[src/rtl/cpu_pkg.sv]
// cpu_pkg: shared instruction-class codes, FSM state encodings and the bus timeout default
package cpu_pkg;
  localparam logic [3:0] FT_WAIT  = 4'b0000;
  localparam logic [3:0] FT_R     = 4'b0001;
  localparam logic [3:0] FT_I     = 4'b0010;
  localparam logic [3:0] FT_LOAD  = 4'b0100;
  localparam logic [3:0] FT_STORE = 4'b0101;
  localparam int MEM_TIMEOUT_DEF = 15;
  typedef enum logic [2:0] {
    FETCH  = 3'd0,
    DECODE = 3'd1,
    EXEC   = 3'd2,
    MEM    = 3'd3,
    WB     = 3'd4
  } state_t;
endpackage

[src/rtl/ack_timer.sv]
// ack_timer: counts unanswered memory-request cycles and flags when the limit is reached
module ack_timer (
  input  logic       clk,
  input  logic       clr,
  input  logic       inc,
  input  logic [3:0] limit,
  output logic       expired
);
  logic [3:0] cnt;
  // clear wins over increment; the owner clears on every state entry and on timeout
  always_ff @(posedge clk)
    cnt <= clr ? 4'd0 : inc ? cnt + 4'd1 : cnt;
  assign expired = cnt == limit;
endmodule

[src/rtl/control_fsm.sv]
// control_fsm: multi-cycle CPU control sequencer (FETCH/DECODE/EXEC/MEM/WB); INSTR_COUNT_EN adds a retired-instruction counter
module control_fsm
  import cpu_pkg::*;
#(
  parameter int MEM_TIMEOUT = MEM_TIMEOUT_DEF
) (
  input  logic        clk,
  input  logic        reset,
  input  logic        run,
  input  logic [3:0]  flag_type,
  input  logic        mem_ack,
  output logic        mem_req,
  output logic        mem_we,
  output logic        addr_sel,
  output logic        ir_load,
  output logic        pc_inc,
  output logic        alu_src_imm,
  output logic        reg_we,
  output logic        wb_sel,
  output logic        flags_we,
  output logic        illegal_op,
  output logic        bus_err,
  output logic [2:0]  state,
  output logic [15:0] instr_count
);
  state_t st, nxt;
  logic [3:0] kind;
  logic expired;
  // strobes react to mem_ack in the same cycle, so they decode state and inputs directly; reset forces them low
  always_comb begin
    nxt = st;
    mem_req = 1'b0;
    mem_we = 1'b0;
    addr_sel = 1'b0;
    ir_load = 1'b0;
    pc_inc = 1'b0;
    alu_src_imm = 1'b0;
    reg_we = 1'b0;
    wb_sel = 1'b0;
    flags_we = 1'b0;
    illegal_op = 1'b0;
    bus_err = 1'b0;
    if (!reset)
      case (st)
        FETCH: if (run) begin
          mem_req = 1'b1;
          if (mem_ack) begin
            ir_load = 1'b1;
            pc_inc = 1'b1;
            nxt = DECODE;
          end else if (expired) bus_err = 1'b1;
        end
        DECODE: begin
          nxt = (flag_type == FT_R || flag_type == FT_I) ? EXEC :
                (flag_type == FT_LOAD || flag_type == FT_STORE) ? MEM : FETCH;
          illegal_op = !(flag_type inside {FT_WAIT, FT_R, FT_I, FT_LOAD, FT_STORE});
        end
        EXEC: begin
          reg_we = 1'b1;
          flags_we = 1'b1;
          alu_src_imm = kind == FT_I;
          nxt = FETCH;
        end
        MEM: begin
          mem_req = 1'b1;
          addr_sel = 1'b1;
          mem_we = kind == FT_STORE;
          if (mem_ack) nxt = (kind == FT_STORE) ? FETCH : WB;
          else if (expired) begin
            bus_err = 1'b1;
            nxt = FETCH;
          end
        end
        WB: begin
          reg_we = 1'b1;
          wb_sel = 1'b1;
          nxt = FETCH;
        end
        default: nxt = FETCH;
      endcase
  end
  // state register; kind captures the decoded class for EXEC/MEM
  always_ff @(posedge clk)
    if (reset) begin
      st <= FETCH;
      kind <= FT_WAIT;
    end else begin
      st <= nxt;
      if (st == DECODE) kind <= flag_type;
    end
  ack_timer u_timer (
    .clk    (clk),
    .clr    (reset || nxt != st || bus_err),
    .inc    (mem_req && !mem_ack),
    .limit  (4'(MEM_TIMEOUT)),
    .expired(expired)
  );
  assign state = reset ? 3'd0 : st;
`ifdef INSTR_COUNT_EN
  logic retire;
  logic [15:0] cnt;
  assign retire = !reset && (st == EXEC || st == WB ||
                  (st == MEM && mem_ack && kind == FT_STORE) ||
                  (st == DECODE && flag_type == FT_WAIT));
  // retired-instruction counter, wraps naturally at 16 bits
  always_ff @(posedge clk)
    cnt <= reset ? 16'd0 : cnt + 16'(retire);
  assign instr_count = reset ? 16'd0 : cnt;
`else
  assign instr_count = 16'd0;
`endif
endmodule

[config.mk]
export PLATFORM = sky130hd
export DESIGN_NAME = control_fsm
export DESIGN_NICKNAME = d
export VERILOG_FILES = /design/src/rtl/cpu_pkg.sv /design/src/rtl/ack_timer.sv /design/src/rtl/control_fsm.sv
export SDC_FILE = /design/constraint.sdc
export NUM_CORES = 1
export LEC_CHECK = 0
export BUFFER_PORTS_ARGS = -buffer_cell sky130_fd_sc_hd__buf_2
export CAP_MARGIN = 20
export CELL_PAD_IN_SITES_DETAIL_PLACEMENT = 1
export CELL_PAD_IN_SITES_GLOBAL_PLACEMENT = 1
export CORE_ASPECT_RATIO = 0.75
export CORE_MARGIN = 2
export CORE_UTILIZATION = 34
export DETAILED_ROUTE_END_ITERATION = 10
export GPL_TIMING_DRIVEN = 0
export PLACE_DENSITY = 0.89
export SLEW_MARGIN = 25
export SYNTH_ARGS = -nofsm -noshare
export SYNTH_HDL_FRONTEND = slang
export SYNTH_HIERARCHICAL = 1
export SYNTH_SLANG_ARGS = --single-unit
[constraint.sdc]
create_clock -name clk -period 4.08 [get_ports clk]
set_input_delay 0.408 -clock clk [delete_from_list [all_inputs] [get_ports clk]]
set_output_delay 0.408 -clock clk [all_outputs]
set_load 0.05 [all_outputs]
==> summary.txt, run 1 <==
Timing
  – Tmin final: 2.150 ns
  – Fmax: ~0.47 GHz
  – RSZ-0062 raised after global routing: no
  – Period utilization: around 53%
  – Slew Limit Fails: 0
  – Final setup fails: 0
  – Post-Route Skew: 0.004340 ns
  – Fin. Hold Viols: 0
  – Total Neg Setup Slack: 0 ns

Run status
  – Status: completed

Placement
  – Post-detail-place hpwl: 1788 um
  – Placed cells: 176
  – Gp weighted congestion: 0.7917
  – # port buffers: 20

Drt
  – WL/cell: 11.61 um
  – DRT Pass-1 Iters: 4
  – Final WL: 2090 um
  – Initial drt markers: 4
  – Vias after detailed routing: 800
  – Drt drc: 0
  – Post-route ant nets: 0
  – Vias per Instance: 4.444

Pwr
  – Clk pwr share: 27.9%
  – Net Sw Frac: 37.37%
  – LEAKAGE: around 0.58 nW
  – P_int: roughly 0.17 mW
  – Combinational power share: 31.6%
  – Power per cell area: 256.1 mW/mm^2
  – VDD IR max: 0.1349 mV
  – NetSw: 0.1032 mW
  – Sequential share of power: 40.5%

Global routing
  – Antenna violations before repair: 0
  – First-pass GRT wire length: 3367 um
  – Number of global-route vias before repair: 782
  – Grt ovf: 0
  – Tot GR Track Use: 16.14%
  – Largest net degree at the start of global routing: 11

Clock tree
  – Longest Clk Path Bufs: 2
  – Skew-Pair Late Insertion Delay: 0.27 ns
  – CTS tree: built
  – Clk sinks: 11
  – Resize count post-CTS: 0
  – CTS Buf Count: 3
  – Worst-path clk slew: approximately 0.070 ns
  – Root Driver: clkbuf_4
  – H-tree levels: 1
  – Post-CTS setup buffers: 0
  – Hold_buf cts: 0

Layout
  – Most common cell after layout, fill and taps aside: buf_2
  – Fin cells: 180
  – Nets@finish: 156
  – Commonest non-fill, non-tap cells in the layout: 22 x buf_2, 20 x conb_1, 17 x buf_4
  – Diodes inserted: 0
  – Share of the core filled with cells: 46.34%
  – Area grow syn2layout: 28.08%
  – Ratio of cells with drive above 1 in the final layout: a little over a third

Synth
  – Synth top area share: 26.15%
  – Register area share after synthesis: 26.15%
  – Syn Inst Count: 104
  – Unique cell type count in the Yosys netlist: 35
  – Main synth FF type: dfxtp_1
  – Avg Cell Area, Syn: 8.097 sq um
  – FF+latch count, synth: 11
  – Most area-consuming cells after synthesis: dfxtp_1 26%, buf_4 15%, nor2_1 4.9%
  – Synth Warn #: 6
  – Async SR Flop Fraction: 0%
  – Leading area contributor after synthesis: dfxtp_1
  – Post-synth EDFFs: 0
  – Netlist Area Pre-Place: 842.1 sq um

Hold path
  – Min-Delay Path Class: input port to register
  – Hold depth: 3

Floorplan
  – Starting Density: 36.18%
  – Die Ht: 47.10 um
  – Num rows: 15
  – Die area: 0.002895 sq mm
  – Die X-Extent: 61.47 um
  – IO Pins: 38
  – Core area: 0.002327 sq mm

Flow run
  – Max-cap violations: 0

Critical path
  – CP endpoint kind: output port
  – R2r worst-path depth: 8
  – Crit path DAT: approximately 1.7 ns
  – Crit Path Class: register to output port
  – Critical Path Source Type: register
  – Worst EP required: 3.67 ns
  – CP max FO: 10
## path summary, 6_finish.rpt
| path | startpoint | to | slack [ns] |
|---|---|---|---|
| setup reg to reg | u_timer/cnt[0]$_SDFFE_PP0P_ | u_timer/cnt[3]$_SDFFE_PP0P_ | 2.08 |
| hold reg to reg | kind[1]$_SDFFE_PP0N_ | kind[1]$_SDFFE_PP0N_ | 0.50 |
| setup / recovery | st[0]$_SDFF_PP0_ | bus_err | 1.93 |
| hold / removal | flag_type[2] | kind[2]$_SDFFE_PP0N_ | 0.40 |
## sequential cells by signal, summed over array words and instances, names as in the netlist
signal,flops
kind,4
st,3
u_timer/cnt,4
## Yosys cell counts, types with 2 or more instances
cell and count:
a21oi_1 7, and2_4 2, buf_2 2, buf_4 17, conb_1 2, dfxtp_1 11, nand2_1 7, nand2b_1 2
nand3b_1 2, nand4bb_1 2, nor2_1 11, nor2b_1 3, nor3_1 3, nor4_1 2, o21a_1 4, o21ai_0 5
xor2_1 4
## worst max-delay path: stages, from the launching register on
cell and delay, ns:
dfxtp_1 0.31, buf_6 0.13, nor3b_1 0.26, o21a_1 0.32, and2_4 0.19, buf_2 0.25
## cell families after synthesis
family / Yosys count / synth area share, %
and+or+nand+nor: 43 / 31.06
buffers and inverters: 21 / 18.13
AOI/OAI and AO/OA: 19 / 14.12
DFF: 11 / 26.15
xor gates and xnor gates: 5 / 5.200
other: 2 / 0.8919
muxes: 2 / 2.971
adders and majority gates: 1 / 1.486
## per-layer routing
metal | part of all wire (%) | track usage [%] | routed length [um] | up-vias
met5 | 0 | 0 | 0 | -
met3 | 5.6 | 5.785 | 117 | 2
met2 | 53 | 30.00 | 1098 | 22
li1 | - | - | - | 406
met1 | 41 | 18.35 | 864 | 370
met4 | 0.48 | 2.553 | 10 | 0
## power groups by stage
| stage | clock network, mW | logic [mW] | registers, mW |
|---|---|---|---|
| global route | 0.0831 | 0.0937 | 0.112 |
| global placement | 0 | 0.0845 | 0.114 |
| detailed placement | 0 | 0.0863 | 0.115 |
| finish | 0.0770 | 0.0872 | 0.112 |
| CTS | 0.0796 | 0.0864 | 0.112 |
| floorplan | 0 | 0.0744 | 0.114 |
## through the flow
step	hold slack (ns)	worst slack [ns]	area [sq um]	total power, mW
after detailed placement	0.4998	2.021	1052	0.2009
after global routing	0.4186	1.797	1079	0.2891
after CTS	0.3980	1.903	1079	0.2781
after global placement	0.4756	2.118	1052	0.1987
final	0.4041	1.930	1079	0.2762
after floorplan	0.4584	1.075	909.6	0.1882
## final cells by class
cell class / instances / area, sq um
tap: 34 / 42.54
sequential: 11 / 220.2
clock buffer: 4 / 26.28
buffer: 20 / 148.9
inverter: 1 / 3.754
multi-input combinational: 90 / 536.8
fill: 329 / 1249
timing repair buffer: 20 / 100.1
Power figures use the tool's default switching activity.
==> inputs of run 2 (changes only) <==
--- a/config.mk
+++ b/config.mk
@@ -5,16 +5,17 @@
 export SDC_FILE = /design/constraint.sdc
 export NUM_CORES = 1
 export LEC_CHECK = 0
+export ABC_AREA = 1
 export BUFFER_PORTS_ARGS = -buffer_cell sky130_fd_sc_hd__buf_2
 export CAP_MARGIN = 20
 export CELL_PAD_IN_SITES_DETAIL_PLACEMENT = 1
 export CELL_PAD_IN_SITES_GLOBAL_PLACEMENT = 1
 export CORE_ASPECT_RATIO = 0.75
 export CORE_MARGIN = 2
-export CORE_UTILIZATION = 34
+export CORE_UTILIZATION = 31
 export DETAILED_ROUTE_END_ITERATION = 10
 export GPL_TIMING_DRIVEN = 0
-export PLACE_DENSITY = 0.89
+export PLACE_DENSITY = 0.84
 export SLEW_MARGIN = 25
 export SYNTH_ARGS = -nofsm -noshare
 export SYNTH_HDL_FRONTEND = slang
==> constraint.sdc (replaced) <==
create_clock -name clk -period 2 [get_ports clk]
set_input_delay 0.2 -clock clk [delete_from_list [all_inputs] [get_ports clk]]
set_output_delay 0.2 -clock clk [all_outputs]
set_load 0.05 [all_outputs]
==> summary.txt, run 2 <==
Critical path
  – Crit-path cells: inv_2 > nand2_2 > nor2_2 > nand2_1 > nor2_1 > buf_4 > buf_2
  – Crit-path slowest cell: dfxtp_1
  – Critical Path Source Type: register
  – CP max FO: 4 (-6)
  – Crit Path Class: register to output port
  – CP peak stage delay: 0.37 ns (+0.05 ns)
  – Worst EP required: 1.80 ns (-1.87 ns)
  – CP endpoint kind: output port
  – Crit path DAT: 1.63 ns (-0.11 ns)

Drt
  – DRT Pass-1 Iters: 4 (unchanged)
  – Initial drt markers: 15 (+11)
  – Post-route ant nets: 0 (unchanged)
  – Final WL: 2430 um (+16%)
  – Vias after detailed routing: 928 (+16%)
  – Drt drc: 0 (unchanged)
  – WL/cell: 10.90 um (-6.2%)
  – Vias per Instance: 4.161 (-6.4%)

Clock tree
  – Longest Clk Path Bufs: 2 (unchanged)
  – Root Driver: clkbuf_8
  – Hold_buf cts: 0 (unchanged)
  – Skew-Pair Late Insertion Delay: 0.23 ns (-0.04 ns)
  – Clk sinks: 11 (unchanged)
  – CTS Buf Count: 3 (unchanged)
  – H-tree levels: 1 (unchanged)
  – CTS tree: built
  – Worst-path clk slew: 0.05 ns (-0.02 ns)
  – Resize count post-CTS: 0 (unchanged)
  – Post-CTS setup buffers: 0 (unchanged)

Global routing
  – First-pass GRT wire length: 3933 um (+17%)
  – Number of global-route vias before repair: 909 (+16%)
  – Largest net degree at the start of global routing: 11 (unchanged)
  – Tot GR Track Use: 15.31% (-0.83 points)
  – Antenna violations before repair: 0 (unchanged)
  – Grt ovf: 0 (unchanged)

Pwr
  – Clk pwr share: 34.2% (+6.3 points)
  – Sequential share of power: 35.5% (-5.0 points)
  – LEAKAGE: 0.6620 nW (+15%)
  – P_int: 0.4217 mW (+140%)
  – VDD IR max: 0.1476 mV (+9.4%)
  – NetSw: 0.2348 mW (+130%)
  – Net Sw Frac: 35.76% (-1.6 points)
  – Power per cell area: 546.5 mW/mm^2 (+110%)
  – Combinational power share: 30.3% (-1.3 points)

Synth
  – Synth Warn #: 6 (unchanged)
  – Unique cell type count in the Yosys netlist: 24 (-31%)
  – Async SR Flop Fraction: 0% (unchanged)
  – Leading area contributor after synthesis: dfxtp_1
  – Post-synth EDFFs: 0 (unchanged)
  – Synth top area share: 24.08% (-2.1 points)
  – Avg Cell Area, Syn: 6.487 sq um (-20%)
  – Syn Inst Count: 141 (+36%)
  – Register area share after synthesis: 24.08% (-2.1 points)
  – Most area-consuming cells after synthesis: dfxtp_1 24%, buf_4 14%, nand2_1 10%
  – FF+latch count, synth: 11 (unchanged)
  – Commonest cells post-synth: 25 x nand2_1, 21 x nor2_1, 17 x buf_4
  – Most frequent cell after synthesis: nand2_1
  – Netlist Area Pre-Place: 914.6 sq um (+8.6%)
  – Main synth FF type: dfxtp_1

Timing
  – Post-Route Skew: 0.001652 ns (-0.002688 ns)
  – Fmax: 0.5470 GHz
  – Worst hold margin: 0.2807 ns (-0.1233 ns)
  – Fin. Hold Viols: 0 (unchanged)
  – Tmin final: 1.828 ns
  – Period utilization: 91.41%
  – Final setup fails: 0 (unchanged)
  – Slew Limit Fails: 0 (unchanged)
  – Total Neg Setup Slack: 0 ns (unchanged)

Placement
  – Gp weighted congestion: 0.7786 (-1.7%)
  – # port buffers: 21 (+5.0%)
  – Post-detail-place hpwl: 2016 um (+13%)
  – Cell Area, Placed: 0.001145 sq mm (+8.8%)

Layout
  – FILL cells: 403 (+22%)
  – Top Registers: kind (4), u_timer/cnt (4), st (3)
  – Area grow syn2layout: 31.33%
  – Post-layout instance area: 0.001201 sq mm (+11%)
  – Most common cell after layout, fill and taps aside: nand2_1
  – Ratio of cells with drive above 1 in the final layout: 37.30% (+2.4 points)
  – Diodes inserted: 0 (unchanged)
  – Share of the core filled with cells: 41.83% (-4.5 points)
  – Commonest non-fill, non-tap cells in the layout: 25 x nand2_1, 21 x conb_1, 21 x buf_2
  – Nets@finish: 195 (+25%)

Floorplan
  – Die X-Extent: 66.72 um (+8.5%)
  – IO Pins: 38 (unchanged)
  – Num rows: 17 (+2)
  – Die area: 0.003405 sq mm (+18%)
  – Core area: 0.002872 sq mm (+23%)
  – Starting Density: 31.85% (-4.3 points)
  – Die Ht: 51.04 um (+8.4%)

Flow run
  – Max-cap violations: 0 (unchanged)

Hold path
  – Min-Delay Path Class: input port to register

Run status
  – Status: completed
run 2: cell count changes after synthesis, moves of 3 or more:
cell,delta
nand2_1,+18
inv_1,+15
nor2_1,+10
nand3_1,+7
nand2_2,+5
inv_2,+4
o21a_1,-4
xor2_1,-4
nor2_2,+3
nor2_4,+3
nor2b_1,-3
run 2: per-stage QoR:
stage / total power [mW] / worst slack, ns / instances
finish: 0.6565 / 0.1717 / 223
global route: 0.6898 / -0.01516 / 223
CTS: 0.6557 / 0.1017 / 223
detailed placement: 0.4311 / 0.2141 / 219
global placement: 0.4266 / 0.3067 / 219
floorplan: 0.4000 / -0.2284 / 160
run 2: cells by family after synthesis:
kind of cell | after synthesis | share of synthesized area [%]
compound gates | 15 | 9.987
xor+xnor | 3 | 2.873
fa+ha+maj | 1 | 1.368
buf+inv | 38 | 23.39
flops | 11 | 24.08
other cells | 2 | 0.8211
simple gates | 71 | 37.48
run 2: layout make-up:
class	instances	area (sq um)	area share (%)
multi-input cells	111	565.5	47.08
flip-flops and latches	11	224.0	18.65
plain buffers	18	138.9	11.56
repair buffers	21	105.1	8.750
inverters	20	75.07	6.250
well taps	38	47.55	3.958
clock buffers	4	45.04	3.750
run 2: path summary, 6_finish.rpt:
| check | start | end | slack, ns | cells past startpoint |
|---|---|---|---|---|
| worst min register to register | kind[1]$_SDFFE_PP0N_ | kind[1]$_SDFFE_PP0N_ | 0.49 | 2 |
| worst max register to register | u_timer/cnt[0]$_SDFFE_PP0P_ | u_timer/cnt[1]$_SDFFE_PP0P_ | 0.22 | 14 |
| worst max-delay path | st[2]$_SDFF_PP0_ | pc_inc | 0.17 | 7 |
| worst min-delay path | flag_type[2] | kind[2]$_SDFFE_PP0N_ | 0.28 | 3 |
run 2: critical path, delay by kind of cell (launching register included):
| family | cells | cell delay [ns] |
|---|---|---|
| buf+inv | 3 | 0.52 |
| simple gates | 4 | 0.50 |
| flops | 1 | 0.37 |
run 2: power groups by stage:
stage | Combinational (mW) | Clock (mW) | Sequential, mW
finish | 0.199 | 0.224 | 0.233
global route | 0.215 | 0.241 | 0.234
CTS | 0.195 | 0.228 | 0.233
detailed placement | 0.194 | 0 | 0.237
global placement | 0.190 | 0 | 0.237
floorplan | 0.164 | 0 | 0.236
run 2: per-layer routing:
layer | vias to the layer above | GRT usage (%) | share of wire (%)
li1 | 489 | - | -
met1 | 409 | 18.52 | 46
met2 | 28 | 27.00 | 48
met3 | 2 | 2.863 | 4.9
met4 | 0 | 5.442 | 0.91
met5 | - | 0 | 0
==> inputs of run 3 (changes only) <==
==> constraint.sdc (replaced) <==
create_clock -name clk -period 2.1 [get_ports clk]
set_input_delay 0.21 -clock clk [delete_from_list [all_inputs] [get_ports clk]]
set_output_delay 0.21 -clock clk [all_outputs]
set_load 0.05 [all_outputs]
==> summary.txt, run 3 (synthesized netlist as in run 2, its figures left out) <==
Hold path
  – Hold depth: 3 (unchanged)
  – Worst hold start: flag_type[2]
  – Min-Delay Path Class: input port to register
  – Hold EP: kind[2]$_SDFFE_PP0N_

Clock tree
  – Root Driver: clkbuf_8
  – Hold_buf cts: 0 (unchanged)
  – Post-CTS setup buffers: 0 (unchanged)
  – CTS Buf Count: 3 (unchanged)
  – Longest Clk Path Bufs: 2 (unchanged)
  – CTS tree: built
  – Worst-path clk slew: 0.05 ns (about the same)
  – Clk sinks: 11 (unchanged)
  – H-tree levels: 1 (unchanged)
  – Skew-Pair Late Insertion Delay: 0.23 ns (about the same)

Drt
  – Initial drt markers: 8 (-7)
  – Vias after detailed routing: 928 (unchanged)
  – WL/cell: 10.84 um (-0.49%)
  – Post-route ant nets: 0 (unchanged)
  – Final WL: 2418 um (-0.49%)
  – Vias per Instance: 4.161 (unchanged)
  – DRT Pass-1 Iters: 4 (unchanged)
  – Drt drc: 0 (unchanged)

Timing
  – Worst hold margin: 0.2889 ns (+0.008177 ns)
  – Tmin final: 1.842 ns
  – Fin. Hold Viols: 0 (unchanged)
  – Post-Route Skew: 0.001909 ns (+0.0002572 ns)
  – Final setup fails: 0 (unchanged)
  – RSZ-0062 raised after global routing: no
  – Slew Limit Fails: 0 (unchanged)
  – Fmax: 0.5429 GHz
  – Worst Slack Setup Final: 0.2580 ns (+0.08628 ns)
  – Period utilization: between 80% and 90%
  – Total Neg Setup Slack: 0 ns (unchanged)

Layout
  – Top Registers: kind (4), u_timer/cnt (4), st (3)
  – FILL cells: 405 (+0.50%)
  – Sequential Area: 220.2 sq um (-1.7%)
  – Ratio of cells with drive above 1 in the final layout: 35.68% (-1.6 points)
  – Area grow syn2layout: 30.37%
  – Share of the core filled with cells: 41.53% (-0.30 points)
  – Commonest non-fill, non-tap cells in the layout: 25 x nand2_1, 21 x conb_1, 21 x buf_2
  – Diodes inserted: 0 (unchanged)
  – Nets@finish: 195 (unchanged)
  – Most common cell after layout, fill and taps aside: nand2_1
  – Multi-input logic area: 560.5 sq um (-0.88%)

Critical path
  – Critical Path Source Type: register
  – R2r worst-path depth: 14 (unchanged)
  – CP endpoint kind: output port
  – Buffers & Inverters on Critical Path: 3 (unchanged)
  – CP peak stage delay: 0.37 ns (about the same)
  – Crit-path slowest cell: dfxtp_1
  – Reg2Reg Capture Point: u_timer/cnt[1]$_SDFFE_PP0P_
  – Crit Path Class: register to output port
  – Worst EP required: 1.89 ns (+0.09 ns)
  – Crit-path cells: inv_2 > nand2_2 > nor2_2 > nand2_1 > nor2_1 > buf_4 > buf_2
  – CP max FO: 4 (unchanged)
  – Crit path DAT: 1.63 ns (about the same)
  – Delay-heaviest family, CP: buffers and inverters
  – R2R Path Start: u_timer/cnt[0]$_SDFFE_PP0P_
  – Flop-to-flop setup slack: 0.26 ns (+0.04 ns)

Pwr
  – Net Sw Frac: 35.66% (-0.11 points)
  – NetSw: 0.2222 mW (-5.4%)
  – Design Power: 0.6230 mW (-5.1%)
  – Combinational power share: 30.2% (about the same)
  – Clk pwr share: 34.2% (about the same)
  – Power per cell area: 522.5 mW/mm^2 (-4.4%)
  – LEAKAGE: 0.6602 nW (-0.27%)
  – Sequential share of power: 35.6% (about the same)
  – VDD IR max: 0.1411 mV (-4.4%)
  – P_int: 0.4009 mW (-4.9%)

Global routing
  – Number of global-route vias before repair: 909 (unchanged)
  – Tot GR Track Use: 15.31% (unchanged)
  – Antenna violations before repair: 0 (unchanged)
  – Grt ovf: 0 (unchanged)
  – First-pass GRT wire length: 3933 um (unchanged)
  – Largest net degree at the start of global routing: 11 (unchanged)

Floorplan
  – Die Ht: 51.04 um (unchanged)
  – Die X-Extent: 66.72 um (unchanged)
  – Core area: 0.002872 sq mm (unchanged)
  – Die area: 0.003405 sq mm (unchanged)
  – Num rows: 17 (unchanged)
  – IO Pins: 38 (unchanged)
  – Starting Density: 31.85% (unchanged)

Placement
  – Worst slack, placed: 0.3141 ns (+0.1000 ns)
  – Gp weighted congestion: 0.7786 (unchanged)
  – # port buffers: 21 (unchanged)
  – Post-detail-place hpwl: 2016 um (unchanged)

Flow run
  – Max-cap violations: 0 (unchanged)

Run status
  – Status: completed
run 3: cell types whose count changed in the layout (fill, tap and decap cells not counted):
cell / change
dfxtp_1: +3
dfxtp_2: -3
nor2_2: +1
nor2_4: -1
run 3: worst max-delay path by stage:
stage / end / start / depth (start not counted)
6_report: pc_inc / st[2]$_SDFF_PP0_ / 7
5_1_grt: u_timer/cnt[1]$_SDFFE_PP0P_ / u_timer/cnt[0]$_SDFFE_PP0P_ / 14
4_1_cts: u_timer/cnt[1]$_SDFFE_PP0P_ / u_timer/cnt[0]$_SDFFE_PP0P_ / 14
3_5_place_dp: u_timer/cnt[1]$_SDFFE_PP0P_ / u_timer/cnt[0]$_SDFFE_PP0P_ / 14
3_3_place_gp: u_timer/cnt[1]$_SDFFE_PP0P_ / u_timer/cnt[0]$_SDFFE_PP0P_ / 14
2_1_floorplan: reg_we / st[2]$_SDFF_PP0_ / 4
run 3: cell type report:
type                            count  share of cell area (%)
Buffer                             18                   11.65
Clock buffer                        4                   3.778
Inverter                           20                   6.296
Multi-Input combinational cell    111                   47.01
Sequential cell                    11                   18.47
Tap cell                           38                   3.987
Timing Repair Buffer               21                   8.814
run 3: per-layer routing:
metal,up-vias,share of wire (%),global-route usage [%]
met1,411,46,18.52
met3,2,4.8,2.863
li1,490,-,-
met2,25,48,27.00
met4,0,0.91,5.442
met5,-,0,0
run 3: timing repair:
item,CTS,global route
resized for setup,0,1
setup endpoints to repair,0,1
endpoints found under the hold margin,0,0
run 3: worst register-to-register path, cell delays in order (launching register included):
cell	delay, ns
dfxtp_1	0.39
nand2_1	0.08
nand2_1	0.09
nand2_1	0.07
nor2_2	0.18
nor2_1	0.10
nand3_1	0.11
nand3_1	0.10
nand3_1	0.08
nand2_1	0.05
nor2_1	0.08
nand2_1	0.05
inv_1	0.11
o21ai_0	0.13
nor2_1	0.15
run 3: power by group through the flow:
stage | sequential (mW) | combinational, mW | clock (mW)
2_1_floorplan | 0.224 | 0.157 | 0
3_3_place_gp | 0.225 | 0.181 | 0
3_5_place_dp | 0.226 | 0.185 | 0
4_1_cts | 0.222 | 0.186 | 0.217
5_1_grt | 0.222 | 0.203 | 0.230
6_report | 0.222 | 0.188 | 0.213
run 3: metrics by stage:
stage	instance area, sq um	instances
after floorplan	992.2	160
after global placement	1145	219
after detailed placement	1145	219
after CTS	1190	223
after global routing	1192	223
final	1192	223
